$ cat config.mk
export PLATFORM = sky130hd
export DESIGN_NAME = seq_alu_flat
export DESIGN_NICKNAME = d
export VERILOG_FILES = /design/src/rtl/seq_alu_if.sv /design/src/rtl/seq_alu.sv /design/src/flat_wrapper.sv
export SDC_FILE = /design/constraint.sdc
export NUM_CORES = 1
export LEC_CHECK = 0
export ABC_AREA = 0
export CAP_MARGIN = 20
export CORE_MARGIN = 4
export CORE_UTILIZATION = 58
export CTS_CLUSTER_DIAMETER = 30
export DETAILED_ROUTE_END_ITERATION = 16
export PLACE_DENSITY = 0.81
export SETUP_SLACK_MARGIN = 0.2
export SYNTH_ARGS = -nofsm -noshare
export SYNTH_HDL_FRONTEND = slang
export SYNTH_SLANG_ARGS = --single-unit
$ cat constraint.sdc
create_clock -name clk -period 3.25 [get_ports clk]
set_input_delay 0.65 -clock clk [delete_from_list [all_inputs] [get_ports clk]]
set_output_delay 0.65 -clock clk [all_outputs]
set_load 0.01 [all_outputs]
$ cat src/rtl/seq_alu_if.sv
// Request/response bundle between a controller and seq_alu.
// The controller drives the master side and the ALU drives the slave side.
interface seq_alu_if #(
  parameter int N = 8
);
  logic         start;
  logic [3:0]   op;
  logic [N-1:0] a;
  logic [N-1:0] b;
  logic         busy;
  logic         done;
  logic [N-1:0] o;
  logic [N-1:0] o_hi;
  logic         of;
  logic         uf;
  logic         err;
  logic         zero;

  modport master (
    output start, op, a, b,
    input  busy, done, o, o_hi, of, uf, err, zero
  );

  modport slave (
    input  start, op, a, b,
    output busy, done, o, o_hi, of, uf, err, zero
  );
endinterface

$ cat src/rtl/seq_alu.sv
// Sequential ALU: single-cycle add/sub/shift/compare, N-step shift-add multiply and,
// when SEQ_ALU_DIV_EN is defined, an N-step restoring divide. start/done handshake.
module seq_alu #(
  parameter int N = 8
) (
  input  logic       clk,
  input  logic       rst,
  seq_alu_if.slave   bus
);

  localparam int CW = $clog2(N + 1);
  localparam logic [N-1:0] NB = N'(N);

  typedef enum logic [1:0] {IDLE, ITER, FIN} state_t;
  typedef enum logic [3:0] {
    OP_ADD = 4'h0, OP_SUB = 4'h1, OP_SHL = 4'h2, OP_SHR = 4'h3,
    OP_EQ  = 4'h4, OP_GT  = 4'h5, OP_LT  = 4'h6, OP_MUL = 4'h7,
    OP_DIV = 4'h8
  } op_t;

  state_t        state, state_n;
  logic [CW-1:0] cnt;
  logic [3:0]    opr;
  logic [N-1:0]  ra, rb;
  logic [N-1:0]  hi, lo, hi_n, lo_n;
  logic [N:0]    mul_sum;
  logic          start_multi;

  logic [N-1:0]  r_o, r_hi;
  logic          r_of, r_uf, r_err, r_zero;

  logic [N-1:0]  o_q, o_hi_q;
  logic          of_q, uf_q, err_q, zero_q, done_q;

`ifdef SEQ_ALU_DIV_EN
  logic [N:0]    div_sh;
  logic [N+1:0]  div_diff;
`endif

  always_comb begin
    state_n = state;
`ifdef SEQ_ALU_DIV_EN
    start_multi = (bus.op == OP_MUL) || (bus.op == OP_DIV);
`else
    start_multi = (bus.op == OP_MUL);
`endif
    case (state)
      IDLE:    if (bus.start) state_n = start_multi ? ITER : FIN;
      ITER:    if (cnt == CW'(1)) state_n = FIN;
      FIN:     state_n = IDLE;
      default: state_n = IDLE;
    endcase
  end

  // hi:lo doubles as product accumulator:multiplier (MUL) and remainder:quotient (DIV)
  always_comb begin
    hi_n    = hi;
    lo_n    = lo;
    mul_sum = {1'b0, hi} + (lo[0] ? {1'b0, ra} : '0);
`ifdef SEQ_ALU_DIV_EN
    div_sh   = {hi, lo[N-1]};
    div_diff = {1'b0, div_sh} - {2'b00, rb};
`endif
    if (opr == OP_MUL) begin
      hi_n = mul_sum[N:1];
      lo_n = {mul_sum[0], lo[N-1:1]};
    end
`ifdef SEQ_ALU_DIV_EN
    else if (!div_diff[N+1]) begin
      hi_n = div_diff[N-1:0];
      lo_n = {lo[N-2:0], 1'b1};
    end else begin
      hi_n = div_sh[N-1:0];
      lo_n = {lo[N-2:0], 1'b0};
    end
`endif
  end

  always_comb begin
    r_o    = '0;
    r_hi   = '0;
    r_of   = 1'b0;
    r_uf   = 1'b0;
    r_err  = 1'b0;
    r_zero = 1'b0;
    case (opr)
      OP_ADD: {r_of, r_o} = {1'b0, ra} + {1'b0, rb};
      OP_SUB: begin
        r_o  = ra - rb;
        r_uf = (ra < rb);
      end
      OP_SHL: r_o = (rb >= NB) ? '0 : (ra << rb);
      OP_SHR: r_o = (rb >= NB) ? '0 : (ra >> rb);
      OP_EQ:  r_zero = (ra == rb);
      OP_GT:  r_zero = (ra > rb);
      OP_LT:  r_zero = (ra < rb);
      OP_MUL: begin
        r_o  = lo;
        r_hi = hi;
        r_of = |hi;
      end
`ifdef SEQ_ALU_DIV_EN
      // restoring division by zero naturally leaves quotient all ones, remainder a
      OP_DIV: begin
        r_o   = lo;
        r_hi  = hi;
        r_err = (rb == '0);
      end
`endif
      default: r_err = 1'b1;
    endcase
  end

  always_ff @(posedge clk) begin
    if (rst) begin
      state  <= IDLE;
      cnt    <= '0;
      opr    <= '0;
      ra     <= '0;
      rb     <= '0;
      hi     <= '0;
      lo     <= '0;
      o_q    <= '0;
      o_hi_q <= '0;
      of_q   <= 1'b0;
      uf_q   <= 1'b0;
      err_q  <= 1'b0;
      zero_q <= 1'b0;
      done_q <= 1'b0;
    end else begin
      state  <= state_n;
      done_q <= 1'b0;
      case (state)
        IDLE: if (bus.start) begin
          opr <= bus.op;
          ra  <= bus.a;
          rb  <= bus.b;
          cnt <= CW'(N);
          hi  <= '0;
          lo  <= (bus.op == OP_MUL) ? bus.b : bus.a;
        end
        ITER: begin
          cnt <= cnt - 1'b1;
          hi  <= hi_n;
          lo  <= lo_n;
        end
        FIN: begin
          o_q    <= r_o;
          o_hi_q <= r_hi;
          of_q   <= r_of;
          uf_q   <= r_uf;
          err_q  <= r_err;
          zero_q <= r_zero;
          done_q <= 1'b1;
        end
        default: ;
      endcase
    end
  end

  assign bus.busy = (state != IDLE);
  assign bus.done = done_q;
  assign bus.o    = o_q;
  assign bus.o_hi = o_hi_q;
  assign bus.of   = of_q;
  assign bus.uf   = uf_q;
  assign bus.err  = err_q;
  assign bus.zero = zero_q;

endmodule

$ cat src/flat_wrapper.sv
// flat-port wrapper written by rule: the top's interface ports become plain ports
module seq_alu_flat 
#(
  parameter int N = 8
)
  (clk, rst, bus_start, bus_op, bus_a, bus_b, bus_busy, bus_done, bus_o, bus_o_hi, bus_of, bus_uf, bus_err, bus_zero);
  seq_alu_if #(.N(N)) bus_i ();
  input  logic clk;
  input  logic rst;
  input wire logic [$bits(bus_i.start)-1:0] bus_start;
  input wire logic [$bits(bus_i.op)-1:0] bus_op;
  input wire logic [$bits(bus_i.a)-1:0] bus_a;
  input wire logic [$bits(bus_i.b)-1:0] bus_b;
  output wire logic [$bits(bus_i.busy)-1:0] bus_busy;
  output wire logic [$bits(bus_i.done)-1:0] bus_done;
  output wire logic [$bits(bus_i.o)-1:0] bus_o;
  output wire logic [$bits(bus_i.o_hi)-1:0] bus_o_hi;
  output wire logic [$bits(bus_i.of)-1:0] bus_of;
  output wire logic [$bits(bus_i.uf)-1:0] bus_uf;
  output wire logic [$bits(bus_i.err)-1:0] bus_err;
  output wire logic [$bits(bus_i.zero)-1:0] bus_zero;
  assign bus_i.start = bus_start;
  assign bus_i.op = bus_op;
  assign bus_i.a = bus_a;
  assign bus_i.b = bus_b;
  assign bus_busy = bus_i.busy;
  assign bus_done = bus_i.done;
  assign bus_o = bus_i.o;
  assign bus_o_hi = bus_i.o_hi;
  assign bus_of = bus_i.of;
  assign bus_uf = bus_i.uf;
  assign bus_err = bus_i.err;
  assign bus_zero = bus_i.zero;
  seq_alu #(.N(N)) u_core (.clk(clk), .rst(rst), .bus(bus_i));
endmodule
# Yosys cells after proc, flatten, opt, wreduce, memory -nomap -nowiden
# Index checks and enable logic that the tools add are counted.
[op_classes] n_addsub=4 n_lt_le_gt_ge=3 n_eq_ne=15 shift=2 muxes=23 n_reduce_logical=10
[op_table] op="8-bit two-way mux" count=9
[op_table] op="8-bit one-hot mux with 5 select lines" count=1
[op_table] op="8-bit one-hot mux with 2 select lines" count=2
[op_table] op="4-bit by 3-bit == test with 1-bit output (second input constant)" count=5
[op_table] op="8-bit OR reduction" count=2
[op_table] op="8-bit by 8-bit adder with 9-bit output" count=1
[op_table] op="8-bit by 9-bit adder with 9-bit output" count=1
[op_table] op="4-bit by 1-bit == test with 1-bit output (second input constant)" count=2
[op_table] op="4-bit by 2-bit == test with 1-bit output (second input constant)" count=2
[op_table] op="8-bit == test" count=1
[op_table] op="8-bit by 4-bit >= comparator with 1-bit output (second input constant)" count=1
[op_table] op="8-bit greater-than comparator" count=1
[op_table] op="8-bit less-than comparator" count=1
[op_table] op="4-bit one-hot mux with 2 select lines" count=1
[op_table] op="8-bit by 8-bit << shifter with 8-bit output" count=1
[op_table] op="8-bit by 8-bit right shift with 8-bit output" count=1
[op_table] op="8-bit subtractor" count=1
[op_table] op="2-bit two-way mux" count=3
[op_table] op="2-bit AND reduction" count=3
[op_table] op="4-bit logical NOT" count=1
[op_table] op="4-bit two-way mux" count=1
[op_table] op="2-bit by 1-bit inequality test with 1-bit output (second input constant)" count=2
[op_table] op="2-bit one-hot mux with 2 select lines" count=1
[op_table] op="2-bit nonzero test" count=2
[op_table] op="other kinds (9)" count=11
[word_totals] register_bits=63 in_bits=23 output_inout_bits=22 elab_cells=71

# Longest topological paths before layout
# Gate-level depths: netlist (run 1).
[depth] depth_word=4 mapped_depth=11 mapped_depth_nobuf=10

# Worst setup path before layout (run 1)
# OpenSTA, ideal clock, no wires.
[synth_path] kind="register to register" from="reg u_core.rb[1]" to="reg u_core.zero_q, in the netlist u_core.bus.zero" setup_time_ns=0.096 arrival_time_ns=2.415 t_required_ns=3.154 path_slack_ns=0.739 path_stages_with_launch=11 path_buffers=2 synth_period_minus_slack_ns=2.511 path_cell_list="dfxtp_1 > buf_2 > buf_2 > inv_1 > fa_1 > a21o_1 > a21o_1 > a221oi_2 > a21oi_1 > o32a_1 > o41ai_2"
[synth_via] elab_chain_cells=2 elab_cells_between_ends=4 classes_between="order compare (2); eq/ne (1); mux (1)"
[synth_lines] item="from (decl)" line_no="seq_alu.sv:24" rtl="logic [N-1:0] ra, rb;"
[synth_lines] item="from (signal assigned)" line_no="seq_alu.sv:137" rtl="rb <= bus.b;"
[synth_lines] item="8-bit less-than comparator (tied with other cells)" line_no="seq_alu.sv:96" rtl="OP_LT: r_zero = (ra < rb);"
[synth_lines] item="1-bit one-hot mux with 3 select lines (*)" line_no="seq_alu.sv:86" rtl="case (opr)"
[synth_lines] item="to (signal assigned)" line_no="seq_alu.sv:153" rtl="zero_q <= r_zero;"
[synth_lines] item="to (decl)" line_no="seq_alu.sv:33" rtl="logic of_q, uf_q, err_q, zero_q, done_q;"
# Every way passes the cells marked *; elsewhere a longest branch is shown, timed or not.
# A chain may end at the register's enable or synchronous reset.

# Worst setup path in the final report (run 1)
[layout_path] from="reg u_core.rb[2]" to="reg u_core.o_q[6], in the netlist u_core.bus.o[6]"
[layout_via] elab_chain_cells=3 elab_cells_between_ends=8 classes_between="add/sub (2); order compare (1); shift (2); mux (3)"
[layout_lines] item="8-bit by 4-bit >= comparator with 1-bit output (tied with other cells)" line_no="seq_alu.sv:92, seq_alu.sv:93"
[layout_lines] item="8-bit two-way mux, on equally long branches" line_no="seq_alu.sv:93, seq_alu.sv:92"
[layout_lines] item="8-bit one-hot mux with 5 select lines (*)" line_no="seq_alu.sv:86"
[layout_lines] item="to (signal assigned)" line_no="seq_alu.sv:148" rtl="o_q <= r_o;"
[layout_lines] item="to (decl)" line_no="seq_alu.sv:32" rtl="logic [N-1:0] o_q, o_hi_q;"
# Marked as above.

==> results of run 1 <==
state kept, by name (all words and copies together), names as in the netlist:
register and flops:
u_core.opr 4, u_core.lo 8, u_core.bus.zero 1, u_core.bus.of 1, u_core.bus.o_hi 8, u_core.rb 8, u_core.bus.done 1, u_core.bus.o 8
u_core.state 2, u_core.bus.uf 1, u_core.hi 8, u_core.bus.err 1, u_core.cnt 4, u_core.ra 8
through the flow:
stage	worst slack [ps]	std cells
floorplan	739	546
CTS	525	677
global placement	683	661
finish	475	677
global route	310	677
detailed placement	546	661
worst register-to-register path: cells and delay by family (launching register included):
family / cells / cell delay (ps)
adder cells (fa/ha/maj): 1 / 480
AO/OA/AOI/OAI: 6 / 1420
buffers and inverters: 1 / 170
flip-flops: 1 / 590
cells in the final DEF (no fill, tap or decap), types with 15 or more instances in the layout:
cell type / n
sky130_fd_sc_hd__buf_4: 15
sky130_fd_sc_hd__ha_1: 26
sky130_fd_sc_hd__nand3_1: 22
sky130_fd_sc_hd__a21oi_1: 58
sky130_fd_sc_hd__clkdlybuf4s50_1: 43
sky130_fd_sc_hd__nor2_1: 42
sky130_fd_sc_hd__nand2_1: 80
sky130_fd_sc_hd__inv_1: 21
sky130_fd_sc_hd__a211oi_1: 16
sky130_fd_sc_hd__dfxtp_1: 63
per-layer routing:
metal  GRT usage, %  part of all wire (%)  up-vias
met2           47.4                    45      204
met5              0                     0        -
li1               -                     -     2030
met1           39.9                    44     2046
met4           10.9                   2.3        0
met3           6.00                   8.6       27
kinds of logic (layout without fill, tap and decap cells):
family,after synthesis,after routing,share of synthesized area (%)
AO/OA/AOI/OAI,149,149,23.3
XOR/XNOR,3,3,0.590
adder cells (fa/ha/maj),29,29,8.65
buffers and inverters,65,97,7.22
flip-flops,63,63,28.3
multiplexers,24,24,8.01
AND/OR/NAND/NOR,213,213,23.9
area by class of cell:
type / instances / area (um2)
multi-input combinational: 418 / 2870
fill: 630 / 2300
sequential: 63 / 1260
timing repair buffer: 59 / 548
clock buffer: 9 / 124
tap: 99 / 124
inverter: 22 / 82.6
clock inverter: 7 / 55.1
power by group through the flow:
stage	Combinational, mW	Sequential, mW	Clock (mW)
after floorplan	0.311	0.846	0
after global placement	0.395	0.871	0
after detailed placement	0.403	0.873	0
after CTS	0.407	0.855	0.640
after global routing	0.447	0.861	0.681
final	0.414	0.858	0.637
worst paths after layout:
kind                                         start  slack, ps            endpoint  cells after the start
worst max-delay path                  u_core.rb[2]        470     u_core.bus.o[6]                      8
worst min-delay path            u_core.bus.o_hi[0]        450  u_core.bus.o_hi[0]                      2
worst max register to register        u_core.rb[2]        470     u_core.bus.o[6]                      8
worst min register to register  u_core.bus.o_hi[0]        450  u_core.bus.o_hi[0]                      2
==> impl_metrics.yaml, run 1 <==
floorplanning:
  floorplan.core_area_um2: 7370
  design.die.area_um2: 9140
  cell_row_count: 31
  initial_utilization_pct: 60.4
  fp.dieH_um: 95.6
  die_width_um: 95.6
  ios: 45
min_path:
  worst_hold_path_type: "flip-flop to flip-flop"
cells_and_area:
  finalNetCount: 625
  final_cell_area_um2: 5060
  utilization_pct: 68.7
  areaGrowthSynthToFinish_pct: 13.7
  num_antenna_cells: 0
  drive_gt1_share_pct: 10.9
cts:
  cts-hold-fix-buffers: 0
  cts_made_buffers: 9
  cts_resized: 0
  h-tree-depth: 3
  tritoncts: "built"
  numClockSinks: 63
  clk_path_buf_depth: 2
  clk-insertion-delay-late_ps: 360
  clkTransAtPathRegs_ps: 80
  clock_root_buffer_master: "sky130_fd_sc_hd__clkbuf_8"
  post-cts-setup-buffer-count: 0
route:
  first_iter_violations: 406
  post_drt_via_cell_ratio: 6.36
  detail_route.drc_violations: 0
  detail_route.wl_per_cell_um: 18.9
  num_vias: 4307
  wl_um: 12800
  drt.antenna.violating_nets: 0
  drt_pre_antenna_iters: 5
synth:
  ys_top_cells_by_count: "sky130_fd_sc_hd__nand2_1 (80), sky130_fd_sc_hd__dfxtp_1 (63), sky130_fd_sc_hd__a21oi_1 (58), sky130_fd_sc_hd__nor2_1 (42), sky130_fd_sc_hd__ha_1 (26)"
  postSynthAreaPerCell_um2: 8.16
  synth.area.top_cells: "sky130_fd_sc_hd__dfxtp_1 (28%), sky130_fd_sc_hd__ha_1 (7.3%), sky130_fd_sc_hd__nand2_1 (6.7%)"
  yosysUniqueCellTypes: 71
  synth.ff_latch_count: 63
  synth-edff-count: 0
  ys_seq_area_share_pct: 28.3
  synth.net_count: 598
  post_synth_inst_count: 546
  ys_async_sr_fraction_pct: 0
  ys_dominant_reg_cell: "sky130_fd_sc_hd__dfxtp_1"
  netlist.top_cell.by_area: "sky130_fd_sc_hd__dfxtp_1"
  synth.cell_area_um2: 4450
  ys_warn_count: 0
  synth.top_cell.area_share_pct: 28.3
  synth.most_common_cell: "sky130_fd_sc_hd__nand2_1"
placement:
  gp_congestion: 1.01
  post-dp-hpwl_um: 9420
  numPortBuffers: 44
  post_dp_cell_area_um2: 4890
pwr:
  comb_power_share_pct: 21.7
  internal-power_mw: 1.26
  finalPower_mw: 1.91
  seq_power_share_pct: 44.9
  power_switching_share_pct: 33.8
  share_of_power_burned_in_the_clock_network_pct: 33.4
  p_leak_nw: 1.94
  net_switching_component_of_the_power_mw: 0.645
  power_per_cell_area_nw_per_um2: 377
  irDropWorstVdd_mv: 0.229
global_routing:
  number_of_global_route_vias_before_repair: 4142
  grt_pass1_wl_um: 20900
  antenna_found_initial: 0
  overflow: 0
  track_usage_pct: 29.8
  grt_max_degree: 31
critical_path:
  timing.critical_path.mode_cell: "sky130_fd_sc_hd__a21o_1"
  timing.critical_path.slowest_stage_cell: "sky130_fd_sc_hd__dfxtp_1"
  cp_data_arrival_time_ps: 3000
  worstPathCellList: "clkinv_1, ha_1, a21o_1, a21o_1, a31oi_1, o311a_1, o41ai_1, a21oi_1"
  cp_num_buf_inv: 1
  crit_path_start_kind: "flip-flop"
  crit_path_end_kind: "flip-flop"
  critical-path-top-delay-family: "compound AO/OA/AOI/OAI gates"
  setup.worst_path.class: "flip-flop to flip-flop"
  timing.critical_path.fanout_max: 11
  critPathRequiredTime_ps: 3470
  timing.critical_path.slowest_cell_delay_ps: 590
flow_run:
  drv_cap: 0
timing:
  fmaxAchievable_ghz: 0.360
  fin_crit_ps: 2780
  timing.setup.tns_ps: 0
  worst_slew_margin_rel_pct: 29.9
  layout_worst_path_cycle_share_pct: 85.4
  whs_ps: 453
  rsz_0062_raised_after_global_routing: "no"
  final_setup_violation_count: 0
  worst_slew_pin_slew_ps: 1050
  finalClockSkew_ps: 8.47
  timing_hold_violations_final: 0
  number_of_slew_limit_violations_in_the_final_report: 0
outcome:
  run_status: "finished, final reports clean"
(Power assumes the default switching activity.)
==> run 2, diff against run 1 <==
==> constraint.sdc (replaced) <==
create_clock -name clk -period 3.25 [get_ports clk]
set_input_delay 0.325 -clock clk [delete_from_list [all_inputs] [get_ports clk]]
set_output_delay 0.325 -clock clk [all_outputs]
set_load 0.01 [all_outputs]
==> impl_metrics.yaml, run 2 (synthesized netlist as in run 1, its figures left out) <==
outcome:
  run_status: "finished, final reports clean"
timing:
  fmaxAchievable_ghz: 0.346
  number_of_slew_limit_violations_in_the_final_report: 0
  worst_slew_pin_slew_ps: 914
  timing_hold_violations_final: 0
  final_setup_violation_count: 0
  timing.setup.tns_ps: 0
  whs_ps: 456
  rsz_0062_raised_after_global_routing: "no"
  worst_slew_margin_rel_pct: 38.6
  fin_crit_ps: 2890
  layout_worst_path_cycle_share_pct: 88.9
  finalClockSkew_ps: 9.53
cells_and_area:
  final_cell_area_um2: 5100
  num_antenna_cells: 0
  mostFrequentLayoutCell: "sky130_fd_sc_hd__nand2_1"
  final_layout_fill_cell_count: 664
  most-common-layout-cells: "sky130_fd_sc_hd__nand2_1 (80), sky130_fd_sc_hd__dfxtp_1 (63), sky130_fd_sc_hd__a21oi_1 (58)"
  areaGrowthSynthToFinish_pct: 14.5
  final-instance-count-excl-fill: 676
  finalNetCount: 624
  regArea_um2: 1260
  multi_input_area_um2: 2870
  drive_gt1_share_pct: 10.7
critical_path:
  crit_path_end_kind: "flip-flop"
  worst_r2r_startpoint: "u_core.rb[2]"
  timing.critical_path.fanout_max: 11
  ff2ff_path_depth: 8
  endpoint_of_the_lowest_slack_register_to_register_path: "u_core.bus.o[6]"
  critPathRequiredTime_ps: 3440
  rrSetupSlack_ps: 360
  cp_data_arrival_time_ps: 3080
  setup.worst_path.class: "flip-flop to flip-flop"
  crit_path_start_kind: "flip-flop"
global_routing:
  number_of_global_route_vias_before_repair: 3947
  track_usage_pct: 28.4
  grt_pass1_wl_um: 20000
  antenna_found_initial: 0
  overflow: 0
  grt_max_degree: 46
route:
  post_drt_via_cell_ratio: 6.37
  drt.antenna.violating_nets: 0
  first_iter_violations: 342
  detail_route.wl_per_cell_um: 18.9
  drt_pre_antenna_iters: 6
  detail_route.drc_violations: 0
  wl_um: 12800
  num_vias: 4309
cts:
  clock_root_buffer_master: "sky130_fd_sc_hd__clkbuf_8"
  clkTransAtPathRegs_ps: 80
  cts_made_buffers: 9
  h-tree-depth: 3
  cts-hold-fix-buffers: 0
  clk-insertion-delay-late_ps: 350
  numClockSinks: 63
  cts_resized: 0
  clk_path_buf_depth: 2
  tritoncts: "built"
  post-cts-setup-buffer-count: 0
floorplanning:
  design.die.area_um2: 9140
  fp.dieH_um: 95.6
  die_width_um: 95.6
  initial_utilization_pct: 60.4
  cell_row_count: 31
  ios: 45
  floorplan.core_area_um2: 7370
placement:
  gp_congestion: 1.04
  placedCellCount: 660
  post_dp_cell_area_um2: 4880
  post-dp-hpwl_um: 9280
  numPortBuffers: 44
flow_run:
  drv_cap: 0
min_path:
  whs_endpoint: "u_core.bus.o_hi[3]"
  worst_hold_path_type: "flip-flop to flip-flop"
  worstHoldStart: "u_core.bus.o_hi[3]"
  hold_depth: 2
pwr:
  power_per_cell_area_nw_per_um2: 401
  p_leak_nw: 1.96
  irDropWorstVdd_mv: 0.241
run 2: cell types whose count changed in the layout (fill, tap and decap cells not counted):
cell                         change
sky130_fd_sc_hd__clkinv_4        -2
sky130_fd_sc_hd__clkinv_2        +1
sky130_fd_sc_hd__clkinvlp_4      -1
sky130_fd_sc_hd__buf_4           -1
sky130_fd_sc_hd__bufinv_16       +2
run 2: power breakdown:
| group | switching [mW] | total [mW] | leakage (nW) | internal (mW) |
|---|---|---|---|---|
| clock network | 0.340 | 0.775 | 0.110 | 0.434 |
| registers | 0.0526 | 0.854 | 0.513 | 0.801 |
| logic | 0.238 | 0.417 | 1.34 | 0.179 |
run 2: area by class of cell:
class | instances | area share (%)
clock inverter | 7 | 1.87
clock buffer | 9 | 2.43
tap | 99 | 2.43
inverter | 22 | 1.62
timing repair buffer | 58 | 10.6
multi-input combinational | 418 | 56.3
sequential | 63 | 24.7
run 2: how the worst max path moves through the flow:
| stage | start | end | slack, ps |
|---|---|---|---|
| 6_report | u_core.rb[2] | u_core.bus.o[6] | 360 |
| 5_1_grt | u_core.rb[2] | u_core.bus.o[6] | 220 |
| 4_1_cts | u_core.rb[2] | u_core.bus.o[6] | 420 |
| 3_5_place_dp | u_core.rb[2] | u_core.bus.o[6] | 470 |
| 3_3_place_gp | u_core.rb[2] | u_core.bus.o[6] | 510 |
| 2_1_floorplan | u_core.rb[1] | u_core.bus.zero | 740 |
run 2: layer usage:
layer  track usage, %  part of all wire [%]  up-vias
li1                 -                     -     2018
met1             39.2                    43     2027
met2             44.9                    45      226
met3             4.42                   8.9       38
met4             10.1                   3.0        0
met5                0                     0        -
run 2: per-stage QoR:
step	power (mW)	setup WS [ps]	util [%]
6_report	2.05	360	69.2
5_1_grt	2.12	223	69.2
4_1_cts	2.03	424	69.2
3_5_place_dp	1.27	466	66.2
3_3_place_gp	1.26	510	66.2
2_1_floorplan	1.16	739	-
run 2: critical path: stages, from the launching register on:
cell	delay (ps)
sky130_fd_sc_hd__dfxtp_1	560
sky130_fd_sc_hd__clkinv_1	330
sky130_fd_sc_hd__ha_1	530
sky130_fd_sc_hd__a21o_1	160
sky130_fd_sc_hd__a21o_1	200
sky130_fd_sc_hd__a31oi_1	130
sky130_fd_sc_hd__o311a_1	360
sky130_fd_sc_hd__o41ai_1	350
sky130_fd_sc_hd__a21oi_1	110
==> run 3, diff against run 2 <==
--- a/config.mk
+++ b/config.mk
@@ -11,7 +11,7 @@
 export CORE_UTILIZATION = 58
 export CTS_CLUSTER_DIAMETER = 30
 export DETAILED_ROUTE_END_ITERATION = 16
-export PLACE_DENSITY = 0.81
+export PLACE_DENSITY = 0.84
 export SETUP_SLACK_MARGIN = 0.2
 export SYNTH_ARGS = -nofsm -noshare
 export SYNTH_HDL_FRONTEND = slang
==> impl_metrics.yaml, run 3 (synthesized netlist as in run 1, its figures left out) <==
outcome:
  run_status: "finished, final reports clean"
critical_path:
  critPathRequiredTime_ps: 3470
  crit_path_end_kind: "flip-flop"
  cp_data_arrival_time_ps: 2840
  crit_path_start_kind: "flip-flop"
  setup.worst_path.class: "flip-flop to flip-flop"
  timing.critical_path.fanout_max: 11
global_routing:
  antenna_found_initial: 0
  grt_max_degree: 49
  number_of_global_route_vias_before_repair: 4064
  overflow: 0
  track_usage_pct: 30.3
  grt_pass1_wl_um: 21200
floorplanning:
  initial_utilization_pct: 60.4
  fp.dieH_um: 95.6
  die_width_um: 95.6
  cell_row_count: 31
  ios: 45
  floorplan.core_area_um2: 7370
  design.die.area_um2: 9140
timing:
  fmaxAchievable_ghz: 0.381
  finalClockSkew_ps: 11.0
  layout_worst_path_cycle_share_pct: 80.7
  fin_crit_ps: 2620
  timing_hold_violations_final: 0
  rsz_0062_raised_after_global_routing: "no"
  worst_slew_margin_rel_pct: 40.0
  timing.setup.tns_ps: 0
  worst_slew_pin_slew_ps: 894
  number_of_slew_limit_violations_in_the_final_report: 0
  final_setup_violation_count: 0
route:
  first_iter_violations: 358
  drt.antenna.violating_nets: 0
  detail_route.wl_per_cell_um: 19.5
  post_drt_via_cell_ratio: 6.46
  drt_pre_antenna_iters: 5
  wl_um: 13200
  num_vias: 4371
  detail_route.drc_violations: 0
cells_and_area:
  areaGrowthSynthToFinish_pct: 15.2
  most-common-layout-cells: "sky130_fd_sc_hd__nand2_1 (80), sky130_fd_sc_hd__dfxtp_1 (63), sky130_fd_sc_hd__a21oi_1 (58)"
  utilization_pct: 69.6
  drive_gt1_share_pct: 10.7
  num_antenna_cells: 0
  mostFrequentLayoutCell: "sky130_fd_sc_hd__nand2_1"
  finalNetCount: 625
  final-instance-count-excl-fill: 677
cts:
  h-tree-depth: 3
  cts_resized: 0
  cts_made_buffers: 9
  numClockSinks: 63
  post-cts-setup-buffer-count: 0
  cts-hold-fix-buffers: 0
  tritoncts: "built"
  clock_root_buffer_master: "sky130_fd_sc_hd__clkbuf_8"
  clk-insertion-delay-late_ps: 350
  clk_path_buf_depth: 2
  clkTransAtPathRegs_ps: 80
pwr:
  p_leak_nw: 1.98
  power_per_cell_area_nw_per_um2: 403
  irDropWorstVdd_mv: 0.331
  finalPower_mw: 2.07
placement:
  post-dp-hpwl_um: 9650
  placedCellCount: 660
  numPortBuffers: 44
  gp_congestion: 0.971
min_path:
  worst_hold_path_type: "input port to flip-flop"
flow_run:
  drv_cap: 0
## run 3: changes by cell type in the layout (fill, tap and decap cells not counted)
cell / delta
sky130_fd_sc_hd__clkbuf_8: +1
sky130_fd_sc_hd__clkbuf_1: +1
sky130_fd_sc_hd__inv_6: -2
sky130_fd_sc_hd__buf_16: +1
sky130_fd_sc_hd__clkinv_4: +1
sky130_fd_sc_hd__clkinv_2: -1
## run 3: stage by stage
stage	setup slack, ps	instance area [um2]	hold slack (ps)
finish	627	5130	439
global route	298	5130	453
CTS	656	5100	430
detailed placement	670	4880	450
global placement	723	4880	438
floorplan	739	4450	444
## run 3: path summary, 6_finish.rpt
path | cells past startpoint | slack, ps | endpoint | from
setup / recovery | 8 | 630 | u_core.bus.o[6] | u_core.rb[2]
hold / removal | 2 | 440 | u_core.bus.o_hi[7] | rst
setup reg to reg | 8 | 630 | u_core.bus.o[6] | u_core.rb[2]
hold reg to reg | 2 | 460 | u_core.bus.o_hi[7] | u_core.bus.o_hi[7]
## run 3: layer usage
layer / global-route usage, % / up-vias / share of wire, %
met3: 6.39 / 29 / 10
li1: - / 2033 / -
met5: 0 / - / 0
met2: 45.0 / 238 / 44
met4: 9.95 / 0 / 2.1
met1: 43.4 / 2071 / 44
## run 3: worst max-delay path, cell delays in order, from the launching register on
cell	delay, ps
sky130_fd_sc_hd__dfxtp_1	540
sky130_fd_sc_hd__clkinv_1	150
sky130_fd_sc_hd__ha_1	450
sky130_fd_sc_hd__a21o_1	150
sky130_fd_sc_hd__a21o_1	180
sky130_fd_sc_hd__a31oi_1	130
sky130_fd_sc_hd__o311a_1	400
sky130_fd_sc_hd__o41ai_1	370
sky130_fd_sc_hd__a21oi_1	110
## run 3: area by class of cell
type / count / area (um2)
multi-input combinational: 418 / 2870
sequential: 63 / 1260
clock inverter: 5 / 81.3
timing repair buffer: 59 / 568
tap: 99 / 124
inverter: 22 / 82.6
clock buffer: 11 / 141
fill: 590 / 2240
## run 3: power by group
part	switching, mW	internal (mW)
Clock	0.334	0.453
Sequential	0.0493	0.801
Combinational	0.244	0.185
Total	0.627	1.44
